<file path="config.mk">
export PLATFORM = sky130hd
export DESIGN_NAME = fp16_dot_sequencer
export DESIGN_NICKNAME = d
export VERILOG_FILES = /design/src/rtl/fp16_dot_sequencer.sv
export SDC_FILE = /design/constraint.sdc
export NUM_CORES = 1
export LEC_CHECK = 0
export BUFFER_PORTS_ARGS = -buffer_cell sky130_fd_sc_hd__buf_2
export CAP_MARGIN = 20
export CELL_PAD_IN_SITES_DETAIL_PLACEMENT = 0
export CELL_PAD_IN_SITES_GLOBAL_PLACEMENT = 2
export CORE_ASPECT_RATIO = 1.1
export CORE_UTILIZATION = 29
export CTS_CLUSTER_DIAMETER = 120
export DETAILED_ROUTE_END_ITERATION = 8
export PLACE_DENSITY_LB_ADDON = 0.1
export SKIP_CTS_REPAIR_TIMING = 1
export SYNTH_ARGS = -nofsm -noshare
export SYNTH_HDL_FRONTEND = slang
export SYNTH_SLANG_ARGS = --single-unit
</file>
<file path="constraint.sdc">
create_clock -name clock -period 2.2 [get_ports clock]
set_input_delay 0.44 -clock clock [delete_from_list [all_inputs] [get_ports clock]]
set_output_delay 0.44 -clock clock [all_outputs]
set_load 0.01 [all_outputs]
</file>
<file path="src/rtl/fp16_dot_sequencer.sv">
`default_nettype none
// ============================================================================
// Module   : fp16_dot_sequencer
// Purpose  : Feeds fp16 operand pairs into an external fp16*fp16+fp32 MAC
//            core and closes the accumulation loop to form fp32 dot products.
// Revision : 1.0  initial release
// ============================================================================
module fp16_dot_sequencer #(
   parameter int MAC_LAT = 4,
   parameter int CNT_W   = 16
) (
   input  logic             clock,
   input  logic             reset,
   input  logic             ivalid,
   output logic             oready,
   input  logic [15:0]      datainA,
   input  logic [15:0]      datainB,
   input  logic             ilast,
   output logic             ovalid,
   input  logic             iready,
   output logic [31:0]      dataout,
   output logic [CNT_W-1:0] count,
   output logic [15:0]      mac_a,
   output logic [15:0]      mac_b,
   output logic [31:0]      mac_c,
   input  logic [31:0]      mac_q
);

   localparam int              WC_W        = (MAC_LAT < 1) ? 1 : $clog2(MAC_LAT + 1);
   localparam logic [WC_W-1:0] c_WCNT_LOAD = WC_W'(MAC_LAT);

   typedef enum logic [1:0] {
      S_IDLE = 2'd0,
      S_WAIT = 2'd1,
      S_DONE = 2'd2
   } state_t;

   state_t             state_q, state_d;
   logic [31:0]        acc_q, acc_d;
   logic [CNT_W-1:0]   elem_cnt_q, elem_cnt_d;
   logic [WC_W-1:0]    wcnt_q, wcnt_d;
   logic               last_q, last_d;
   logic [31:0]        dataout_q, dataout_d;
   logic [CNT_W-1:0]   count_q, count_d;
   logic [15:0]        mac_a_q, mac_a_d;
   logic [15:0]        mac_b_q, mac_b_d;
   logic [31:0]        mac_c_q, mac_c_d;
   logic               w_accept;

   assign oready   = (state_q == S_IDLE) && !reset;
   assign w_accept = ivalid && oready;

   always_comb begin
      state_d    = state_q;
      acc_d      = acc_q;
      elem_cnt_d = elem_cnt_q;
      wcnt_d     = wcnt_q;
      last_d     = last_q;
      dataout_d  = dataout_q;
      count_d    = count_q;
      mac_a_d    = mac_a_q;
      mac_b_d    = mac_b_q;
      mac_c_d    = mac_c_q;
      case (state_q)
         S_IDLE: begin
            if (w_accept) begin
               mac_a_d = datainA;
               mac_b_d = datainB;
               mac_c_d = acc_q;
               last_d  = ilast;
               if (!(&elem_cnt_q)) begin
                  elem_cnt_d = elem_cnt_q + 1'b1;
               end
               wcnt_d  = c_WCNT_LOAD;
               state_d = S_WAIT;
            end
         end
         S_WAIT: begin
            // Capture one cycle after the core's minimum latency; inputs are held stable meanwhile.
            if (wcnt_q == '0) begin
               acc_d = mac_q;
               if (last_q) begin
                  dataout_d  = mac_q;
                  count_d    = elem_cnt_q;
                  acc_d      = 32'h0000_0000;
                  elem_cnt_d = '0;
                  state_d    = S_DONE;
               end else begin
                  state_d = S_IDLE;
               end
            end else begin
               wcnt_d = wcnt_q - 1'b1;
            end
         end
         S_DONE: begin
            if (iready) begin
               state_d = S_IDLE;
            end
         end
         default: begin
            state_d = S_IDLE;
         end
      endcase
   end

   always_ff @(posedge clock) begin
      if (reset) begin
         state_q    <= S_IDLE;
         acc_q      <= '0;
         elem_cnt_q <= '0;
         wcnt_q     <= '0;
         last_q     <= 1'b0;
         dataout_q  <= '0;
         count_q    <= '0;
         mac_a_q    <= '0;
         mac_b_q    <= '0;
         mac_c_q    <= '0;
      end else begin
         state_q    <= state_d;
         acc_q      <= acc_d;
         elem_cnt_q <= elem_cnt_d;
         wcnt_q     <= wcnt_d;
         last_q     <= last_d;
         dataout_q  <= dataout_d;
         count_q    <= count_d;
         mac_a_q    <= mac_a_d;
         mac_b_q    <= mac_b_d;
         mac_c_q    <= mac_c_d;
      end
   end

   assign ovalid  = (state_q == S_DONE);
   assign dataout = dataout_q;
   assign count   = count_q;
   assign mac_a   = mac_a_q;
   assign mac_b   = mac_b_q;
   assign mac_c   = mac_c_q;

endmodule
`default_nettype wire

</file>
==> metrics.cfg, run 1 <==
[clock_network]
clk_latency_ns = 0.42
clk_pin_slew_worst_paths_ns = 0.07
cts_buffers = 17
cts_root_buf = clkbuf_16
cts_sinks = 166
clk_path_buf_depth = 2
ctsHtreeMaxLevel = 4
cts_tree = built

[placement]
finalWeightedCongestion = 0.7338
dp.final_hpwl_mm = 11.54
dpl_cell_area_um2 = 7510
port-buffer-count = 182

[final_layout]
synthToLayoutAreaGrowth_pct = 28.94
postLayoutCellArea_um2 = 8133
drive_gt1_share_pct = 25.69
fillers = 2297
nets = 998
antenna_cells_inserted = 0

[worst_setup_path]
worstSetupEndpointType = flop
crit_path_start_kind = flop
crit_type = flop to flop
slowest_stage = a32o_1
cp_cell_sequence = inv_1 -> ha_1 -> and4bb_1 -> nand2_2 -> buf_4 -> a32o_1 -> a21oi_1 -> a211oi_1
reg2reg_slack_ns = 0.20
crit_required_ns = 2.53
slowest_delay_ns = 0.36
path_max_fanout = 23
cp_num_buf_inv = 2
arrival_ns = 2.33
crit_family = compound AO/OA/AOI/OAI gates

[die]
start_util_pct = 29.61
fp-row-count = 56
io_pins = 183
die_x_um = 142.6
core_um2 = 21300
dieArea_um2 = 22340
die_h_um = 156.7

[synthesis]
syn-cell-area_um2 = 6307
synth_edf_count = 0
synthArstFlopShare_pct = 0
ys.flop_type = dfxtp_1
yosysWarnings = 0
yosys.area.top_type = dfxtp_1
yosysSeqAreaShare_pct = 52.69
ys_ff_latch = 166
synthTopCellsByArea = dfxtp_1 (53%), nand2_1 (14%), nand3b_1 (7.6%)
synth.avg_cell_area_um2 = 8.234
syn-instance-count = 766
syn_nets = 838
synth.distinct_cells = 38
yosys.area.top_type_share_pct = 52.69

[routing]
firstDrtPassIters = 4
drc = 0
num_vias = 5691
via_per_inst = 4.634
drt_iter0_markers = 273
finalWirelength_mm = 18.20
antenna_left = 0
post_drt_wl_per_cell_um = 14.82

[status]
outcome = finished clean

[global_routing]
grt_pass1_wl_mm = 28.50
top_usage_layer = met2
use_met3_pct = 5.018
met1_usage_pct = 19.59
grt_use_met2_pct = 27.94
grt_overflow_total = 0
grt.total_usage_pct = 16.49
grt_pass1_vias = 5412
antenna_found_initial = 0
grt_max_degree = 167

[sta]
skew_ns = 0.01621
setup_viol = 0
fin_crit_sh_pct = 91.08
slew_viol_final = 0
max-slew-margin-rel_pct = 47.91
tightest_slew_ns = 0.7813
fmax_mhz = 499.0
period_needed_ns = 2.004
finalHoldViolations = 0
rsz0062_at_grt = false
final.setup.tns_ns = 0

[power]
powerDensity_nw_per_um2 = 837.0
p_leak_nw = 3.792
vdd_drop_max_uv = 483.2

[flow_run]
maxCapViolCount = 0

[min_path]
hp-class = input pin to flop

-- worst reg2reg max path: cells and delay by family (launching register included) --
| family | cells | cell delay (ns) |
|---|---|---|
| AO/OA/AOI/OAI | 3 | 0.68 |
| flip-flops | 1 | 0.33 |
| adder cells (fa/ha/maj) | 1 | 0.23 |
| buffers and inverters | 2 | 0.38 |
| AND/OR/NAND/NOR | 2 | 0.30 |
-- cell usage after synthesis, types with 3 or more instances --
master / instances
clkbuf_1: 45
buf_2: 10
nand3b_1: 64
and3_1: 35
a311oi_1: 7
nor2_1: 40
o21ai_0: 9
inv_1: 5
mux2i_1: 3
buf_6: 3
a21oi_1: 91
nand3_1: 7
nand4_1: 3
ha_1: 3
nand2_1: 236
dfxtp_1: 166
nand2b_1: 5
a31oi_1: 7
nor3_1: 3
-- power breakdown --
group	switching [mW]	total [mW]	internal [mW]
sequential	0.0547	3.17	3.11
combinational	0.349	0.571	0.222
clock	1.24	3.07	1.83
total	1.65	6.81	5.16
-- layout by cell type (no fill, tap or decap), types with 4 or more instances in the layout --
master,synthesis,layout
a31oi_1,7,6
nand3b_1,64,64
nand2b_1,5,5
buf_4,0,17
nor2_1,40,40
nand3_1,7,7
buf_2,10,181
a21oi_1,91,91
clkbuf_16,0,17
dfxtp_1,166,166
nand2_1,236,234
a311oi_1,7,7
inv_1,5,5
o21ai_0,9,9
and3_1,35,35
inv_6,0,4
-- through the flow --
step / instances / power (mW) / setup slack [ns] / utilization [%] / hold slack, ns
detailed placement: 1197 / 3.814 / 0.02619 / 35.26 / 0.4336
global route: 1228 / 7.133 / 0.02875 / 38.18 / 0.1874
finish: 1228 / 6.807 / 0.1962 / 38.18 / 0.2045
floorplan: 766 / 3.554 / 0.4176 / - / 0.4159
global placement: 1197 / 3.800 / 0.09214 / 35.26 / 0.4232
CTS: 1228 / 6.941 / 0.04410 / 38.12 / 0.1739
-- final timing paths --
kind                                from                          to  cells after the start
setup reg to reg  wcnt_q[0]$_SDFFE_PP0P_  elem_cnt_q[4]$_SDFFE_PP0P_                      8
hold / removal               datainB[13]      mac_b[13]$_SDFFE_PP0P_                      3
setup / recovery  wcnt_q[0]$_SDFFE_PP0P_  elem_cnt_q[4]$_SDFFE_PP0P_                      8
hold reg to reg    acc_q[7]$_SDFFE_PP0P_       mac_c[7]$_SDFFE_PP0P_                      2
-- final cells by class --
| cell class | instances | area (um^2) | area share (%) |
|---|---|---|---|
| multi-input combinational | 535 | 2725 | 33.51 |
| inverter | 5 | 18.77 | 0.2308 |
| sequential | 166 | 3323 | 40.86 |
| clock inverter | 13 | 170.2 | 2.092 |
| clock buffer | 18 | 439.2 | 5.400 |
| timing repair buffer | 201 | 1094 | 13.45 |
| tap | 290 | 362.8 | 4.462 |
-- state kept, by name (all words and copies together) (netlist names) --
signal and count:
mac_a 16, last_q 1, dataout 32, acc_q 32, mac_c 32, state_q 2
count 16, elem_cnt_q 16, mac_b 16, wcnt_q 3
-- cell families after synthesis --
kind of cell | Yosys count | share of synthesized area, %
adders and majority gates | 3 | 0.5952
muxes | 3 | 0.4761
DFF | 166 | 52.69
AOI/OAI and AO/OA | 123 | 10.81
and+or+nand+nor | 406 | 31.01
buffers and inverters | 65 | 4.424
-- routing by layer --
layer  vias to the layer above  share of wire [%]
met1                      2676                 45
met3                         9                5.9
li1                       2871                  -
met2                       135                 49
met4                         0                1.0
met5                         -                  0
(Power assumes the default switching activity.)
==> run 2, diff against run 1 <==
- BUFFER_PORTS_ARGS: -buffer_cell sky130_fd_sc_hd__buf_2 -> -buffer_cell sky130_fd_sc_hd__clkbuf_2
==> metrics.cfg, run 2 (synthesis results as in run 1) <==
[routing]
top_layer = met4
wl_met3_mm = 1.063
post_drt_wl_per_cell_um = 14.82
num_vias = 5706
wl_met2_mm = 8.845
antenna_left = 0
firstDrtPassIters = 4
met1Wirelength_mm = 8.132
drc = 0
via_per_inst = 4.635
drt_iter0_markers = 284
finalWirelength_mm = 18.24

[global_routing]
grt_pass1_wl_mm = 28.52
antenna_found_initial = 0
grt_max_degree = 167
grt_overflow_total = 0
grt_pass1_vias = 5388
grt.total_usage_pct = 16.57

[worst_setup_path]
worstSetupEndpointType = flop
arrival_ns = 2.30
path_max_fanout = 23
crit_type = flop to flop
crit_required_ns = 2.53
crit_path_start_kind = flop

[sta]
final.setup.tns_ns = 0
hold_ws_ns = 0.1962
skew_ns = 0.01222
fin_crit_sh_pct = 89.38
tightest_slew_ns = 0.7768
slew_viol_final = 0
setup_viol = 0
fmax_mhz = 508.5
rsz0062_at_grt = false
period_needed_ns = 1.966
finalHoldViolations = 0
max-slew-margin-rel_pct = 48.21

[die]
fp-row-count = 56
die_h_um = 156.7
io_pins = 183
dieArea_um2 = 22340
die_x_um = 142.6
start_util_pct = 29.61
core_um2 = 21300

[power]
powerDensity_nw_per_um2 = 840.3
p_leak_nw = 3.726
vdd_drop_max_uv = 474.3
finalPower_mw = 6.850

[final_layout]
final_cell_mix = nand2_1 (234), clkbuf_2 (181), dfxtp_1 (166)
nets = 1000
synthToLayoutAreaGrowth_pct = 29.24
layoutNonFillerInstCount = 1231
drive_gt1_share_pct = 25.72
antenna_cells_inserted = 0
layout_commonest_cell = nand2_1
fin_util_pct = 38.27

[placement]
dp.final_hpwl_mm = 11.70
dp.cells = 1199
finalWeightedCongestion = 0.7346
port-buffer-count = 182

[status]
outcome = finished clean

[clock_network]
cts_tree = built
clk_path_buf_depth = 2
clk_pin_slew_worst_paths_ns = 0.07
cts_root_buf = clkbuf_16
clk_latency_ns = 0.42
ctsHtreeMaxLevel = 4
cts_sinks = 166
cts_buffers = 17

[min_path]
hp-class = input pin to flop

[flow_run]
maxCapViolCount = 0

## run 2: cell types whose count changed in the layout (fill, tap and decap cells not counted)
cell / before / now
clkbuf_2: 0 / 181
clkinv_4: 2 / 3
buf_4: 17 / 19
clkbuf_1: 0 / 2
clkinv_2: 1 / 0
buf_2: 181 / 0
clkinvlp_4: 3 / 2
## run 2: final timing paths
path,from,endpoint,slack (ns),cells past startpoint
max,wcnt_q[0]$_SDFFE_PP0P_,elem_cnt_q[4]$_SDFFE_PP0P_,0.23,8
min,datainA[0],mac_a[0]$_SDFFE_PP0P_,0.20,3
max reg2reg,wcnt_q[0]$_SDFFE_PP0P_,elem_cnt_q[4]$_SDFFE_PP0P_,0.23,8
min reg2reg,acc_q[5]$_SDFFE_PP0P_,mac_c[5]$_SDFFE_PP0P_,0.44,2
## run 2: cell type report
cell class,instances,area (um^2)
Sequential cell,166,3323
Clock buffer,20,446.7
Clock inverter,12,166.4
Timing Repair Buffer,203,1109
Inverter,5,18.77
Multi-Input combinational cell,535,2725
Fill cell,2295,13150
Tap cell,290,362.8
## run 2: through the flow
stage / setup WS [ns] / instance area [um^2]
2_1_floorplan: 0.4176 / 6307
3_3_place_gp: 0.09209 / 7525
3_5_place_dp: 0.01507 / 7525
4_1_cts: 0.008767 / 8138
5_1_grt: 0.07892 / 8152
6_report: 0.2336 / 8152
## run 2: power by group
part	switching [mW]	internal [mW]
clock network	1.27	1.84
registers	0.0559	3.11
logic	0.348	0.224
total	1.67	5.17
## run 2: critical path, stage by stage, from the launching register on
cell      delay [ns]
dfxtp_1         0.33
inv_1           0.07
ha_1            0.22
and4bb_1        0.22
nand2_2         0.08
buf_4           0.29
a32o_1          0.36
a21oi_1         0.07
a211oi_1        0.24
## run 2: layer usage
metal	track usage [%]	up-vias
met5	0	-
met1	19.66	2666
met4	5.888	0
met2	28.34	146
met3	4.774	14
li1	-	2880
